### config.mk
export PLATFORM = sky130hd
export DESIGN_NAME = inst_wait_stage
export DESIGN_NICKNAME = d
export VERILOG_FILES = /design/src/rtl/inst_wait_stage.sv
export SDC_FILE = /design/constraint.sdc
export NUM_CORES = 1
export LEC_CHECK = 0
export BUFFER_PORTS_ARGS = -buffer_cell sky130_fd_sc_hd__buf_2
export CAP_MARGIN = 20
export CORE_UTILIZATION = 40
export CTS_BUF_LIST = sky130_fd_sc_hd__clkbuf_8
export CTS_CLUSTER_DIAMETER = 100
export DETAILED_ROUTE_END_ITERATION = 7
export PLACE_DENSITY_LB_ADDON = 0.1
export SYNTH_ARGS = -nofsm -noshare
export SYNTH_HDL_FRONTEND = slang
export SYNTH_SLANG_ARGS = --single-unit
### constraint.sdc
create_clock -name clk -period 4.45 [get_ports clk]
set_input_delay 0.2225 -clock clk [delete_from_list [all_inputs] [get_ports clk]]
set_output_delay 0.2225 -clock clk [all_outputs]
set_load 0.005 [all_outputs]
### src/rtl/inst_wait_stage.sv
// Fetch wait stage: pairs issued fetch requests with their in-order responses and
// queues {pc, inst, exception} for decode. `IF_WAIT_SKID_EN selects a 2-deep output queue.
module inst_wait_stage (
  input  logic        clk,
  input  logic        resetn,
  input  logic        inst_data_ok,
  input  logic [31:0] inst_rdata,
  output logic        ready_o,
  input  logic        valid_i,
  input  logic [31:0] pc_i,
  input  logic        cancelled_i,
  input  logic        exc_i,
  input  logic        exc_miss_i,
  input  logic [4:0]  exccode_i,
  input  logic        commit_i,
  input  logic        ready_i,
  output logic        valid_o,
  output logic [31:0] pc_o,
  output logic [31:0] inst_o,
  output logic        exc_o,
  output logic        exc_miss_o,
  output logic [4:0]  exccode_o,
  output logic [31:0] perfcnt_fetch_waitdata
);

`ifdef IF_WAIT_SKID_EN
  localparam int DEPTH = 2;
`else
  localparam int DEPTH = 1;
`endif

  typedef struct packed {
    logic [31:0] pc;
    logic [31:0] inst;
    logic        exc;
    logic        exc_miss;
    logic [4:0]  exccode;
  } entry_t;

  typedef enum logic [1:0] {EMPTY, WAIT, FULL} slot_state_t;

  slot_state_t state_reg, state_next;
  entry_t      slot_reg, slot_next;
  entry_t      push_entry;
  entry_t      fifo_reg  [DEPTH];
  entry_t      fifo_next [DEPTH];
  logic [1:0]  fifo_cnt_reg, fifo_cnt_next, cnt_after_pop;
  logic [1:0]  drop_cnt_reg, drop_cnt_next;
  logic [1:0]  drop_inc;
  logic        drop_dec;
  logic [31:0] perf_reg;
  logic        stall, route, done, pop, space, push, accept;

  // Reserved hold-off term; nothing drives it today.
  assign stall    = 1'b0;

  // Responses owed to flushed requests are swallowed before any reach the slot.
  assign route    = inst_data_ok && (drop_cnt_reg == 2'd0);
  assign drop_dec = inst_data_ok && (drop_cnt_reg != 2'd0);
  assign done     = (state_reg == FULL) || ((state_reg == WAIT) && route);
  assign valid_o  = (fifo_cnt_reg != 2'd0);
  assign pop      = valid_o && ready_i;
  assign space    = (fifo_cnt_reg < 2'(DEPTH)) || pop;
  assign push     = done && space;
  assign ready_o  = commit_i || (((state_reg == EMPTY) || (done && space)) && !stall);
  assign accept   = valid_i && ready_o;

  always_comb begin
    push_entry      = slot_reg;
    if (state_reg == WAIT) push_entry.inst = inst_rdata;
  end

  always_comb begin
    state_next = state_reg;
    slot_next  = slot_reg;
    if (done && space) begin
      state_next = EMPTY;
    end else if (done) begin
      state_next = FULL;
      if (state_reg == WAIT) slot_next.inst = inst_rdata;
    end
    if (accept && !commit_i && !cancelled_i) begin
      if (exc_i) begin
        state_next = FULL;
        slot_next  = '{pc: pc_i, inst: 32'd0, exc: 1'b1, exc_miss: exc_miss_i, exccode: exccode_i};
      end else begin
        state_next = WAIT;
        slot_next  = '{pc: pc_i, inst: 32'd0, exc: 1'b0, exc_miss: 1'b0, exccode: 5'd0};
      end
    end
    if (commit_i) state_next = EMPTY;
  end

  // A flush orphans the waiting request and any non-exception entry offered alongside it.
  always_comb begin
    drop_inc = 2'd0;
    if (commit_i)
      drop_inc = {1'b0, (state_reg == WAIT) && !route} + {1'b0, valid_i && !exc_i};
    else if (accept && cancelled_i && !exc_i)
      drop_inc = 2'd1;
    drop_cnt_next = drop_cnt_reg + drop_inc - {1'b0, drop_dec};
  end

  always_comb begin
    fifo_next     = fifo_reg;
    cnt_after_pop = fifo_cnt_reg - {1'b0, pop};
    if (pop) begin
      for (int i = 0; i < DEPTH - 1; i++) fifo_next[i] = fifo_reg[i + 1];
    end
    for (int i = 0; i < DEPTH; i++) begin
      if (push && (cnt_after_pop == 2'(i))) fifo_next[i] = push_entry;
    end
    fifo_cnt_next = commit_i ? 2'd0 : (cnt_after_pop + {1'b0, push});
  end

  always_ff @(posedge clk) begin
    if (!resetn) begin
      state_reg    <= EMPTY;
      slot_reg     <= '0;
      drop_cnt_reg <= 2'd0;
      fifo_cnt_reg <= 2'd0;
      perf_reg     <= 32'd0;
    end else begin
      state_reg    <= state_next;
      slot_reg     <= slot_next;
      drop_cnt_reg <= drop_cnt_next;
      fifo_cnt_reg <= fifo_cnt_next;
      if ((state_reg == WAIT) && !route) perf_reg <= perf_reg + 32'd1;
    end
  end

  genvar gi;
  generate
    for (gi = 0; gi < DEPTH; gi++) begin : g_fifo
      always_ff @(posedge clk) begin
        if (!resetn) fifo_reg[gi] <= '0;
        else         fifo_reg[gi] <= fifo_next[gi];
      end
    end
  endgenerate

  assign pc_o                   = fifo_reg[0].pc;
  assign inst_o                 = fifo_reg[0].inst;
  assign exc_o                  = fifo_reg[0].exc;
  assign exc_miss_o             = fifo_reg[0].exc_miss;
  assign exccode_o              = fifo_reg[0].exccode;
  assign perfcnt_fetch_waitdata = perf_reg;

endmodule

* Word-level counts from Yosys, hierarchy flattened
Cells that the tools add are included.
** Word-level totals
- Word-level logic and storage cells :: 66
- Output and inout bits :: 105
- Flip-flop bits (word level) :: 180
** Cells by class
- Equality and inequality tests :: 3
- Magnitude comparators :: 1
- Muxes and demuxes :: 11
- Add/subtract/negate cells :: 6
- Bitwise gates (word level) :: 1
- Reductions and logical operators :: 30
** Operators by type and width (number)
- $mux W32 :: 3
- $mux W39 :: 1
- $add A32 B1 Y32 const B :: 1
- $logic_and A1 B1 Y1 :: 13
- $mux W2 :: 5
- $mux W7 :: 1
- $logic_not A2 Y1 :: 3
- $reduce_bool A2 Y1 :: 3
- $logic_not A1 Y1 :: 4
- $logic_or A1 B1 Y1 :: 4
- $sub A2 B1 Y2 :: 2
- $reduce_bool A3 Y1 :: 1
- $add A1 B1 Y2 :: 1
- $add A2 B1 Y2 :: 1
- $add A2 B2 Y2 :: 1
- $eq A2 B1 Y1 const B :: 1
- $eq A2 B2 Y1 const B :: 1
- $lt A2 B1 Y1 const B :: 1
- $ne A2 B1 Y1 const B :: 1
- $reduce_and A2 Y1 :: 1
- $reduce_or A2 Y1 :: 1
- $mux W1 :: 1
- $not A1 Y1 :: 1

* Longest topological paths before layout
Gate-level depths: netlist of the first run.
- Word-level depth :: 14
- Mapped depth :: 13
- Gate-level depth less buffers :: 12

* Worst setup path before layout of the first run
Ideal clock, no wire load.
- Path type :: register to register
- Start :: reg state_reg[0]
- End :: reg drop_cnt_reg[1]
- Data required time :: 4.322 ns
- Data arrival time :: 2.397 ns
- Slack :: 1.925 ns
- Path buffers :: 1
- Clock period less this slack :: 2.525 ns
- Stages on the path, launching flop included :: 14
- Cells stage by stage :: dfxtp_1 nor2b_1 buf_2 a21oi_1 nor2_1 or2_2 a32oi_1 ha_1 inv_1 ha_1 xor2_1 xnor2_1 xnor2_1 nor2_1
** Between the ends
- Longest elaborated chain between the ends :: 13
- Elaborated cells on any way between the ends :: 17
** RTL lines
- from (decl) :: RTL line 42 : slot_state_t state_reg, state_next;
- from (signal assigned) :: RTL line 124 : state_reg <= state_next;
- $eq A2 B1 Y1 :: RTL line 60 : assign done = (state_reg == FULL) || ((state_reg == WAIT) && route);
- $logic_and A1 B1 Y1 :: RTL line 60
- $logic_or A1 B1 Y1 :: RTL line 60
- $logic_and A1 B1 Y1 :: RTL line 65 : assign ready_o = commit_i || (((state_reg == EMPTY) || (done && space)) && !stall);
- $logic_or A1 B1 Y1 * (2 in a row) :: RTL line 65
- named net ready_o :: RTL line 8 : output logic ready_o,
- $logic_and A1 B1 Y1 * :: RTL line 66 : assign accept = valid_i && ready_o;
- $logic_and A1 B1 Y1 * (2 in a row) :: RTL line 99 : else if (accept && cancelled_i && !exc_i)
- $mux W1 * :: RTL line 99
- $mux W2 * :: RTL line 97 : if (commit_i)
- $add A2 B2 Y2 * :: RTL line 101 : drop_cnt_next = drop_cnt_reg + drop_inc - {1'b0, drop_dec};
- $sub A2 B1 Y2 * :: RTL line 101
- to (signal assigned) :: RTL line 126 : drop_cnt_reg <= drop_cnt_next;
- to (decl) :: RTL line 48 : logic [1:0] drop_cnt_reg, drop_cnt_next;
The timed path passes the listed nets; every way through them passes the cells marked *.
A chain may end at the register's enable or synchronous reset.

* Final worst setup path of the first run
- Start :: reg state_reg[0]
- End :: reg slot_reg (netlist bit push_entry[3])
** Between the ends
- Longest elaborated chain between the ends :: 9
- Elaborated cells on any way between the ends :: 11
** RTL lines
- $eq A2 B1 Y1 :: RTL line 60
- $logic_and A1 B1 Y1 :: RTL line 60
- $logic_or A1 B1 Y1 :: RTL line 60
- $logic_and A1 B1 Y1 :: RTL line 65
- $logic_or A1 B1 Y1 * (2 in a row) :: RTL line 65
- $logic_and A1 B1 Y1 * :: RTL line 66
- $logic_and A1 B1 Y1 * (2 in a row) :: RTL line 82 : if (accept && !commit_i && !cancelled_i) begin
- to (signal assigned) :: RTL line 125 : slot_reg <= slot_next;
- to (decl) :: RTL line 43 : entry_t slot_reg, slot_next;
Every way passes the cells marked *; elsewhere a longest branch is shown, timed or not.

==> impl_metrics.env, run 1 <==
export IMPL_outcome="complete, no violations"
export IMPL_share_of_total_power_consumed_by_net_switching=0.251
export IMPL_die_h_um=136
export IMPL_synth_flop_cell="sky130_fd_sc_hd__dfxtp_1"
export IMPL_cts_reportedPaths_clkPinSlew_ps=90
export IMPL_crit_path_start_kind="register"
export IMPL_port_buffers=182
export IMPL_avgViaCountPerCell=4.93
export IMPL_grt_pass1_wl_mm=29.3
export IMPL_worst_setup_path_type="register to register"
export IMPL_die_area_sq_mm=0.0184
export IMPL_min_period_ps=2730
export IMPL_maxUsedRoutingLayer="met5"
export IMPL_clock_power_share=0.377
export IMPL_synth_seq_area_share=0.503
export IMPL_antenna_found_initial=2
export IMPL_timing_critical_path_slowest_stage_cell="sky130_fd_sc_hd__nor2_2"
export IMPL_power_switching_uw=766
export IMPL_finalMaxSlewViolations=0
export IMPL_worst_setup_path_end_kind="register"
export IMPL_routed_wl_met2_mm=8.28
export IMPL_max_slew_worst_pin_slew_ps=875
export IMPL_synth_largest_area_cell="sky130_fd_sc_hd__dfxtp_1"
export IMPL_setup_violations=0
export IMPL_initial_utilization=0.411
export IMPL_finalWorstSetupSlack_ps=1720
export IMPL_total_congestion_overflow=0
export IMPL_critPathArrivalTime_ps=3120
export IMPL_crit_path_max_fanout=36
export IMPL_worst_skew_late_latency_ps=460
export IMPL_pwr_share_comb=0.080
export IMPL_antenna_cells=0
export IMPL_timing_setup_tns_ps=0
export IMPL_route_antenna_remaining_nets=0
export IMPL_flow_area_growth_from_synthesis_pct=28.5
export IMPL_layout_nets=1146
export IMPL_layout_filler_cells=1716
export IMPL_row_count=48
export IMPL_synth_async_reset_ratio=0
export IMPL_grt_setup_unrepaired="false"
export IMPL_yosys_register_bits=180
export IMPL_dpl_hpwl_mm=11.4
export IMPL_synth_common_cells="184 x sky130_fd_sc_hd__nand2_1, 180 x sky130_fd_sc_hd__dfxtp_1, 82 x sky130_fd_sc_hd__a21oi_1"
export IMPL_gp_congestion=0.769
export IMPL_first_global_vias=5863
export IMPL_timing_critical_path_cells="nor2b_4 -> buf_4 -> a211oi_1 -> nor2_2 -> buf_4 -> nand3_1 -> a21oi_1"
export IMPL_synth_most_common_cell="sky130_fd_sc_hd__nand2_1"
export IMPL_syn_instance_count=851
export IMPL_finalHoldViolCount=0
export IMPL_placement_setup_worst_slack_ps=1660
export IMPL_worst_min_delay_path_class="input port to register"
export IMPL_p_per_area_mw_per_mm2=332
export IMPL_design_core_area_sq_mm=0.0174
export IMPL_max_clock_path_buffers=2
export IMPL_netlist_top_cells_area="sky130_fd_sc_hd__dfxtp_1 50%, sky130_fd_sc_hd__nand2_1 9.6%, sky130_fd_sc_hd__a21oi_1 5.7%"
export IMPL_synth_cell_types=44
export IMPL_timing_critical_path_mode_cell="sky130_fd_sc_hd__buf_4"
export IMPL_track_usage=0.202
export IMPL_fin_skew_ps=15.5
export IMPL_drt_total_wl_mm=18.2
export IMPL_worst_ep_required_time_ps=4840
export IMPL_wl_per_cell_um=14.0
export IMPL_htreeDepth=4
export IMPL_number_of_flip_flops_under_the_largest_register_name=39
export IMPL_dieWidth_um=136
export IMPL_slew_headroom=0.417
export IMPL_seq_power_share=0.543
export IMPL_irDropWorstVdd_mv=0.165
export IMPL_synthesis_nets=935
export IMPL_detail_route_wirelength_met1_mm=8.73
export IMPL_vias=6415
export IMPL_fraction_of_layout_instances_using_a_drive_strength_above_1=0.220
export IMPL_yosysWarnings=0
export IMPL_clock_tree_from_tritoncts="built"
export IMPL_drc=0
export IMPL_syn_area_per_cell_sq_um=8.41
export IMPL_syn_cell_area_sq_mm=0.00716
export IMPL_synth_edf_count=0
export IMPL_num_io_pins=183
export IMPL_fin_crit_sh=0.614
export IMPL_cts_buffers=17
export IMPL_maximum_number_of_pins_on_one_net_before_global_route_repair=88
export IMPL_drt_iter0_markers=291
export IMPL_cts_sinks=180
export IMPL_power_internal_uw=2290
export IMPL_synth_top_cell_area_share=0.503
export IMPL_routed_wl_met3_um=820
export IMPL_dr_pass1_iters=4
export IMPL_number_of_max_cap_violations=0
export IMPL_maxClockFrequency_mhz=366
export IMPL_cts_root_buf="sky130_fd_sc_hd__clkbuf_8"
export IMPL_crit_path_max_incr_delay_ps=610
export IMPL_power_leakage_uw=0.00356
[per-stage QoR]
stage / hold slack, ps / power [uW] / cells / util / instance area (sq um)
3_3_place_gp: 441 / 1900 / 1208 / 0.470 / 8190
2_1_floorplan: 358 / 1820 / 851 / - / 7160
6_report: 22.3 / 3050 / 1300 / 0.528 / 9200
4_1_cts: 1.15 / 3090 / 1300 / 0.528 / 9200
5_1_grt: 3.99 / 3180 / 1300 / 0.528 / 9200
3_5_place_dp: 444 / 1900 / 1208 / 0.470 / 8190
[cells in the final DEF, fill, tap and decap left out, types with 7 or more instances in the layout]
master                          netlist  final
sky130_fd_sc_hd__a211oi_1            33     33
sky130_fd_sc_hd__a21oi_1             82     82
sky130_fd_sc_hd__buf_2               14    182
sky130_fd_sc_hd__buf_4                3     10
sky130_fd_sc_hd__clkbuf_8             0     19
sky130_fd_sc_hd__dfxtp_1            180    180
sky130_fd_sc_hd__dlygate4sd3_1        0     60
sky130_fd_sc_hd__inv_1               11     10
sky130_fd_sc_hd__mux2i_1             35     35
sky130_fd_sc_hd__nand2_1            184    184
sky130_fd_sc_hd__nand3_1             58     58
sky130_fd_sc_hd__nand4_1             11     11
sky130_fd_sc_hd__nor2_1              65     64
sky130_fd_sc_hd__o21ai_0             46     46
sky130_fd_sc_hd__or3_1                7      7
sky130_fd_sc_hd__xnor2_1             12     12
sky130_fd_sc_hd__xor2_1              14     14
[power groups by stage]
stage	clock, uW	combinational, uW	sequential (uW)
after floorplan	0	124	1690
after global placement	0	206	1700
after detailed placement	0	205	1700
after CTS	1190	246	1660
after global routing	1240	270	1660
final	1150	243	1660
[layout make-up]
| type | instances | area [sq um] | area share |
|---|---|---|---|
| Multi-Input combinational cell | 600 | 3280 | 0.356 |
| Clock inverter | 13 | 148 | 0.0160 |
| Tap cell | 225 | 282 | 0.0306 |
| Sequential cell | 180 | 3600 | 0.392 |
| Timing Repair Buffer | 252 | 1590 | 0.172 |
| Clock buffer | 19 | 262 | 0.0284 |
| Inverter | 11 | 42.5 | 0.00462 |
[per-layer routing]
layer | track usage | up-vias
met1 | 0.263 | 2922
met5 | 0 | -
li1 | - | 3315
met4 | 0.0774 | 2
met2 | 0.323 | 148
met3 | 0.0438 | 28
[critical path, delay by kind of cell, from the launching register on]
| kind | cells | cell delay, ps |
|---|---|---|
| flip-flops | 1 | 470 |
| buffers and inverters | 2 | 890 |
| AND/OR/NAND/NOR | 3 | 920 |
| AO/OA/AOI/OAI | 2 | 360 |
[cells by family (layout without fill, tap and decap cells)]
kind of cell             after synthesis  in the layout  share of synthesized area
multiplexers                          35             35                     0.0489
AO/OA/AOI/OAI                        170            170                      0.134
adder cells (fa/ha/maj)                6              6                     0.0105
AND/OR/NAND/NOR                      363            363                      0.231
buffers and inverters                 71            295                     0.0412
XOR/XNOR                              26             26                     0.0318
flip-flops                           180            180                      0.503
[final timing paths]
kind / startpoint / endpoint / slack [ps] / cells after the start
worst max-delay path: state_reg[0] / push_entry[3] / 1720 / 7
worst min register to register: slot_reg[18] / slot_reg[18] / 460 / 2
worst min-delay path: pc_i[0] / push_entry[39] / 20 / 3
worst max register to register: state_reg[0] / push_entry[3] / 1720 / 7
[what timing repair did]
| item | 4_1_cts | 5_1_grt |
|---|---|---|
| hold endpoints to repair | 60 | 0 |
| setup buffers | 0 | 0 |
| resized for setup | 0 | 0 |
| hold buffers | 60 | 0 |
Power figures use the tool's default switching activity.
==> inputs of run 2 (changes only) <==
clock period = 2.35 ns   (was 4.45 ns; I/O delays follow)
==> run 2 against run 1 <==
Clock skew grew 3.2 ps. Sequential power up 89%. Non-clock buffer count rose by 36. Cell area rose by 4.3%. Highest routed layer is now met4.
==> impl_metrics.env, run 2 (synthesized netlist as in run 1, its figures left out) <==
export IMPL_outcome="complete, no violations"
export IMPL_max_slew_worst_pin_slew_ps=540
export IMPL_r2r_setup_slack_ps=40
export IMPL_most_common_layout_cells="184 x sky130_fd_sc_hd__nand2_1, 182 x sky130_fd_sc_hd__buf_2, 177 x sky130_fd_sc_hd__dfxtp_1"
export IMPL_placement_setup_worst_slack_ps=1.47
export IMPL_antenna_found_initial=0
export IMPL_layout_nets=1182
export IMPL_grt_setup_unrepaired="true"
export IMPL_critical_path_cell_count=11
export IMPL_fin_crit_sh=0.983
export IMPL_track_usage=0.202
export IMPL_gp_congestion=0.794
export IMPL_route_antenna_remaining_nets=0
export IMPL_dpl_hpwl_mm=11.8
export IMPL_maximum_number_of_pins_on_one_net_before_global_route_repair=55
export IMPL_die_h_um=136
export IMPL_dieWidth_um=136
export IMPL_r2r_start="drop_cnt_reg[0]"
export IMPL_finalHoldViolCount=0
export IMPL_cts_buffers=17
export IMPL_dp_cells=1231
export IMPL_dr_pass1_iters=5
export IMPL_die_area_sq_mm=0.0184
export IMPL_share_of_total_power_consumed_by_net_switching=0.252
export IMPL_crit_path_max_fanout=4
export IMPL_grt_pass1_wl_mm=29.7
export IMPL_r2r_end="drop_cnt_reg[1]"
export IMPL_total_congestion_overflow=0
export IMPL_maxClockFrequency_mhz=433
export IMPL_htreeDepth=4
export IMPL_max_clock_path_buffers=2
export IMPL_avgViaCountPerCell=4.90
export IMPL_initial_utilization=0.411
export IMPL_crit_path_start_kind="register"
export IMPL_timing_critical_path_max_delay_family="adder cells"
export IMPL_min_delay_path_depth=3
export IMPL_total_power_uw=5840
export IMPL_worst_ep_required_time_ps=2670
export IMPL_timing_critical_path_cells="nor3b_4 -> nor3_2 -> ha_1 -> a32oi_2 -> ha_1 -> inv_1 -> ha_2 -> xor2_2 -> xnor2_1 -> xnor2_1 -> nor2_1"
export IMPL_layout_filler_cells=1682
export IMPL_p_per_area_mw_per_mm2=609
export IMPL_number_of_flip_flops_under_the_largest_register_name=39
export IMPL_worst_setup_path_end_kind="register"
export IMPL_drc=0
export IMPL_slew_headroom=0.640
export IMPL_min_period_ps=2310
export IMPL_path_buf_inv=1
export IMPL_worst_skew_late_latency_ps=460
export IMPL_setup_violations=0
export IMPL_timing_critical_path_slowest_stage_cell="sky130_fd_sc_hd__dfxtp_2"
export IMPL_timing_setup_tns_ps=0
export IMPL_clock_power_share=0.368
export IMPL_drt_total_wl_mm=18.5
export IMPL_worst_setup_path_type="register to register"
export IMPL_layout_core_utilization=0.551
export IMPL_wl_per_cell_um=13.8
export IMPL_design_core_area_sq_mm=0.0174
export IMPL_crit_path_max_incr_delay_ps=340
export IMPL_vias=6552
export IMPL_port_buffers=182
export IMPL_fraction_of_layout_instances_using_a_drive_strength_above_1=0.243
export IMPL_antenna_cells=0
export IMPL_power_leakage_uw=0.00377
export IMPL_finalWorstSetupSlack_ps=40.1
export IMPL_finished_layout_cells=1336
export IMPL_min_delay_worst_endpoint="push_entry[61]"
export IMPL_num_io_pins=183
export IMPL_clock_tree_from_tritoncts="built"
export IMPL_worst_reg2reg_path_length_in_cells=11
export IMPL_irDropWorstVdd_mv=0.424
export IMPL_flow_area_growth_from_synthesis_pct=34.1
export IMPL_power_internal_uw=4370
export IMPL_holdCritStartpoint="resetn"
export IMPL_final_common_cell="sky130_fd_sc_hd__nand2_1"
export IMPL_fin_skew_ps=18.6
export IMPL_first_global_vias=6081
export IMPL_row_count=48
export IMPL_cts_sinks=180
export IMPL_finalMaxSlewViolations=0
export IMPL_cts_reportedPaths_clkPinSlew_ps=100
export IMPL_worst_min_delay_path_class="input port to register"
export IMPL_power_switching_uw=1470
export IMPL_critPathArrivalTime_ps=2630
export IMPL_cts_root_buf="sky130_fd_sc_hd__clkbuf_8"
export IMPL_number_of_max_cap_violations=0
export IMPL_drt_iter0_markers=248
export IMPL_pwr_share_comb=0.096
export IMPL_seq_power_share=0.537
==> run 2: what timing repair did <==
action	CTS	global route
hold endpoints to repair	90	0
gates resized for setup	1	6
pin swaps	2	8
hold buffers	71	0
gates cloned	0	0
setup buffers	1	1
endpoints found under the setup margin	1	33
==> run 2: how the worst max path moves through the flow <==
stage                          startpoint         endpoint  slack (ps)
after floorplan           drop_cnt_reg[0]  drop_cnt_reg[1]        0.06
after global placement    drop_cnt_reg[0]  drop_cnt_reg[1]          40
after detailed placement  drop_cnt_reg[0]  drop_cnt_reg[1]           1
after CTS                 drop_cnt_reg[1]  drop_cnt_reg[1]          10
after global routing      drop_cnt_reg[0]  drop_cnt_reg[1]        -120
final                     drop_cnt_reg[0]  drop_cnt_reg[1]          40
==> run 2: final cells by class <==
type                       count  area [sq um]  share of cell area
sequential                   180          3610               0.376
clock inverter                14           149              0.0155
inverter                      11          42.5             0.00443
tap                          225           282              0.0293
clock buffer                  18           248              0.0258
multi-input combinational    600          3320               0.346
timing repair buffer         288          1950               0.203
==> run 2: metal layers <==
| metal | global-route usage | up-vias | part of all wire |
|---|---|---|---|
| met1 | 0.268 | 3014 | 0.47 |
| met5 | 0 | - | 0 |
| met2 | 0.320 | 136 | 0.47 |
| met4 | 0.0618 | 0 | 0.0096 |
| li1 | - | 3389 | - |
| met3 | 0.0505 | 13 | 0.046 |
==> run 2: power by group through the flow <==
| stage | Combinational, uW | Clock [uW] | Sequential [uW] |
|---|---|---|---|
| 6_report | 558 | 2150 | 3140 |
| 5_1_grt | 612 | 2350 | 3140 |
| 4_1_cts | 548 | 2210 | 3130 |
| 3_5_place_dp | 446 | 0 | 3200 |
| 3_3_place_gp | 446 | 0 | 3200 |
| 2_1_floorplan | 240 | 0 | 3210 |
==> run 2: through the flow <==
step / hold WS, ps / instance area (sq um)
global placement: 363 / 8450
floorplan: 253 / 7180
detailed placement: 371 / 8450
global route: 101 / 9600
finish: 104 / 9600
CTS: 80.7 / 9570
==> run 2: worst register-to-register path: stages (launching register included) <==
cell and delay (ps):
sky130_fd_sc_hd__dfxtp_2 340, sky130_fd_sc_hd__nor3b_4 320, sky130_fd_sc_hd__nor3_2 100, sky130_fd_sc_hd__ha_1 290
sky130_fd_sc_hd__a32oi_2 170, sky130_fd_sc_hd__ha_1 250, sky130_fd_sc_hd__inv_1 60, sky130_fd_sc_hd__ha_2 180
sky130_fd_sc_hd__xor2_2 140, sky130_fd_sc_hd__xnor2_1 150, sky130_fd_sc_hd__xnor2_1 140, sky130_fd_sc_hd__nor2_1 60
==> inputs of run 3 (changes only) <==
RECOVER_POWER = 25   (was default)
==> run 3 against run 2 <==
Cell area down 0.55%. Non-clock buffer count is the same. Clock skew about the same. Fmax barely moved. Critical endpoint unchanged. Critical path type unchanged. Worst hold slack better by 3.2 ps. Clock-buffer cell count unchanged. Highest routed layer unchanged. Flip-flop and latch count is the same. Sequential share of layout area increased by 0.21 points. Final cell count did not move.
==> impl_metrics.env, run 3 (synthesized netlist as in run 1, its figures left out) <==
export IMPL_outcome="complete, no violations"
export IMPL_finalMaxSlewViolations=0
export IMPL_row_count=48
export IMPL_worst_setup_path_end_kind="register"
export IMPL_port_buffers=182
export IMPL_dpl_hpwl_mm=11.8
export IMPL_worst_min_delay_path_class="input port to register"
export IMPL_num_io_pins=183
export IMPL_clock_tree_from_tritoncts="built"
export IMPL_cts_root_buf="sky130_fd_sc_hd__clkbuf_8"
export IMPL_crit_path_start_kind="register"
export IMPL_max_clock_path_buffers=2
export IMPL_timing_setup_tns_ps=0
export IMPL_min_period_ps=2310
export IMPL_maxClockFrequency_mhz=433
export IMPL_route_antenna_remaining_nets=0
export IMPL_die_h_um=136
export IMPL_fin_hold_ws_ps=107
export IMPL_power_leakage_uw=0.00358
export IMPL_number_of_max_cap_violations=0
export IMPL_track_usage=0.202
export IMPL_wl_per_cell_um=13.8
export IMPL_layout_nets=1182
export IMPL_fraction_of_layout_instances_using_a_drive_strength_above_1=0.205
export IMPL_worst_ep_required_time_ps=2670
export IMPL_design_core_area_sq_mm=0.0174
export IMPL_cts_reportedPaths_clkPinSlew_ps=100
export IMPL_crit_path_max_fanout=4
export IMPL_drt_total_wl_mm=18.5
export IMPL_drt_iter0_markers=261
export IMPL_antenna_found_initial=0
export IMPL_setup_violations=0
export IMPL_htreeDepth=4
export IMPL_grt_setup_unrepaired="true"
export IMPL_flow_area_growth_from_synthesis_pct=33.3
export IMPL_most_common_layout_cells="184 x sky130_fd_sc_hd__nand2_1, 177 x sky130_fd_sc_hd__dfxtp_1, 140 x sky130_fd_sc_hd__buf_2"
export IMPL_slew_headroom=0.641
export IMPL_placement_setup_worst_slack_ps=1.47
export IMPL_maximum_number_of_pins_on_one_net_before_global_route_repair=55
export IMPL_die_area_sq_mm=0.0184
export IMPL_fin_area_sq_mm=0.00955
export IMPL_first_global_vias=6081
export IMPL_finalHoldViolCount=0
export IMPL_p_per_area_mw_per_mm2=611
export IMPL_initial_utilization=0.411
export IMPL_placedInstanceArea_sq_mm=0.00845
export IMPL_maxUsedRoutingLayer="met4"
export IMPL_routed_wl_met3_um=819
export IMPL_grt_pass1_wl_mm=29.7
export IMPL_finalWorstSetupSlack_ps=41.2
export IMPL_routed_wl_met2_mm=8.70
export IMPL_number_of_flip_flops_under_the_largest_register_name=39
export IMPL_worst_skew_late_latency_ps=450
export IMPL_cts_buffers=17
export IMPL_gp_congestion=0.794
export IMPL_critPathArrivalTime_ps=2620
export IMPL_finished_layout_cells=1336
export IMPL_vias=6545
export IMPL_final_common_cell="sky130_fd_sc_hd__nand2_1"
export IMPL_max_slew_worst_pin_slew_ps=538
export IMPL_worst_setup_path_type="register to register"
export IMPL_detail_route_wirelength_met1_mm=8.78
export IMPL_dr_pass1_iters=5
export IMPL_total_congestion_overflow=0
export IMPL_irDropWorstVdd_mv=0.422
export IMPL_antenna_cells=0
export IMPL_dp_cells=1231
export IMPL_fin_crit_sh=0.982
export IMPL_avgViaCountPerCell=4.90
export IMPL_drc=0
export IMPL_dieWidth_um=136
export IMPL_cts_sinks=180
export IMPL_fin_skew_ps=18.4
## run 3: critical path, cell delays in order (launching register included)
cell                      delay [ps]
sky130_fd_sc_hd__dfxtp_2         340
sky130_fd_sc_hd__nor3b_4         320
sky130_fd_sc_hd__nor3_2          100
sky130_fd_sc_hd__ha_1            290
sky130_fd_sc_hd__a32oi_2         170
sky130_fd_sc_hd__ha_1            250
sky130_fd_sc_hd__inv_1            60
sky130_fd_sc_hd__ha_2            180
sky130_fd_sc_hd__xor2_2          140
sky130_fd_sc_hd__xnor2_1         150
sky130_fd_sc_hd__xnor2_1         140
sky130_fd_sc_hd__nor2_1           60
## run 3: final cells by class
cell class                      instances  area (sq um)
Inverter                               11          42.5
Timing Repair Buffer                  288          1900
Clock buffer                           18           248
Sequential cell                       180          3610
Fill cell                            1697          7870
Clock inverter                         14           149
Tap cell                              225           282
Multi-Input combinational cell        600          3320
## run 3: path summary, 6_finish.rpt
check / start / to / slack [ps] / depth (start not counted)
worst min-delay path: resetn / push_entry[61] / 110 / 3
worst max-delay path: drop_cnt_reg[0] / drop_cnt_reg[1] / 40 / 11
worst min register to register: push_entry[0] / push_entry[0] / 450 / 2
worst max register to register: drop_cnt_reg[0] / drop_cnt_reg[1] / 40 / 11
## run 3: per-layer routing
layer / vias to the layer above / global-route usage
met1: 3016 / 0.268
met2: 130 / 0.320
met5: - / 0
met4: 0 / 0.0618
met3: 13 / 0.0505
li1: 3386 / -
## run 3: where the power goes
group          switching (uW)  internal, uW  total (uW)
logic                     276           280         556
clock network            1160           989        2140
registers                34.0          3100        3140
total                    1470          4370        5840
## run 3: timing repair
action,4_1_cts,5_1_grt
setup endpoints to repair,1,33
cloned,0,0
resized for setup,1,6
hold buffers,71,0
pin swaps,2,8
setup buffers,1,1
endpoints found under the hold margin,90,0
## run 3: metrics by stage
stage | utilization | power [uW]
2_1_floorplan | - | 3450
3_3_place_gp | 0.485 | 3650
3_5_place_dp | 0.485 | 3650
4_1_cts | 0.549 | 5890
5_1_grt | 0.548 | 6100
6_report | 0.548 | 5840
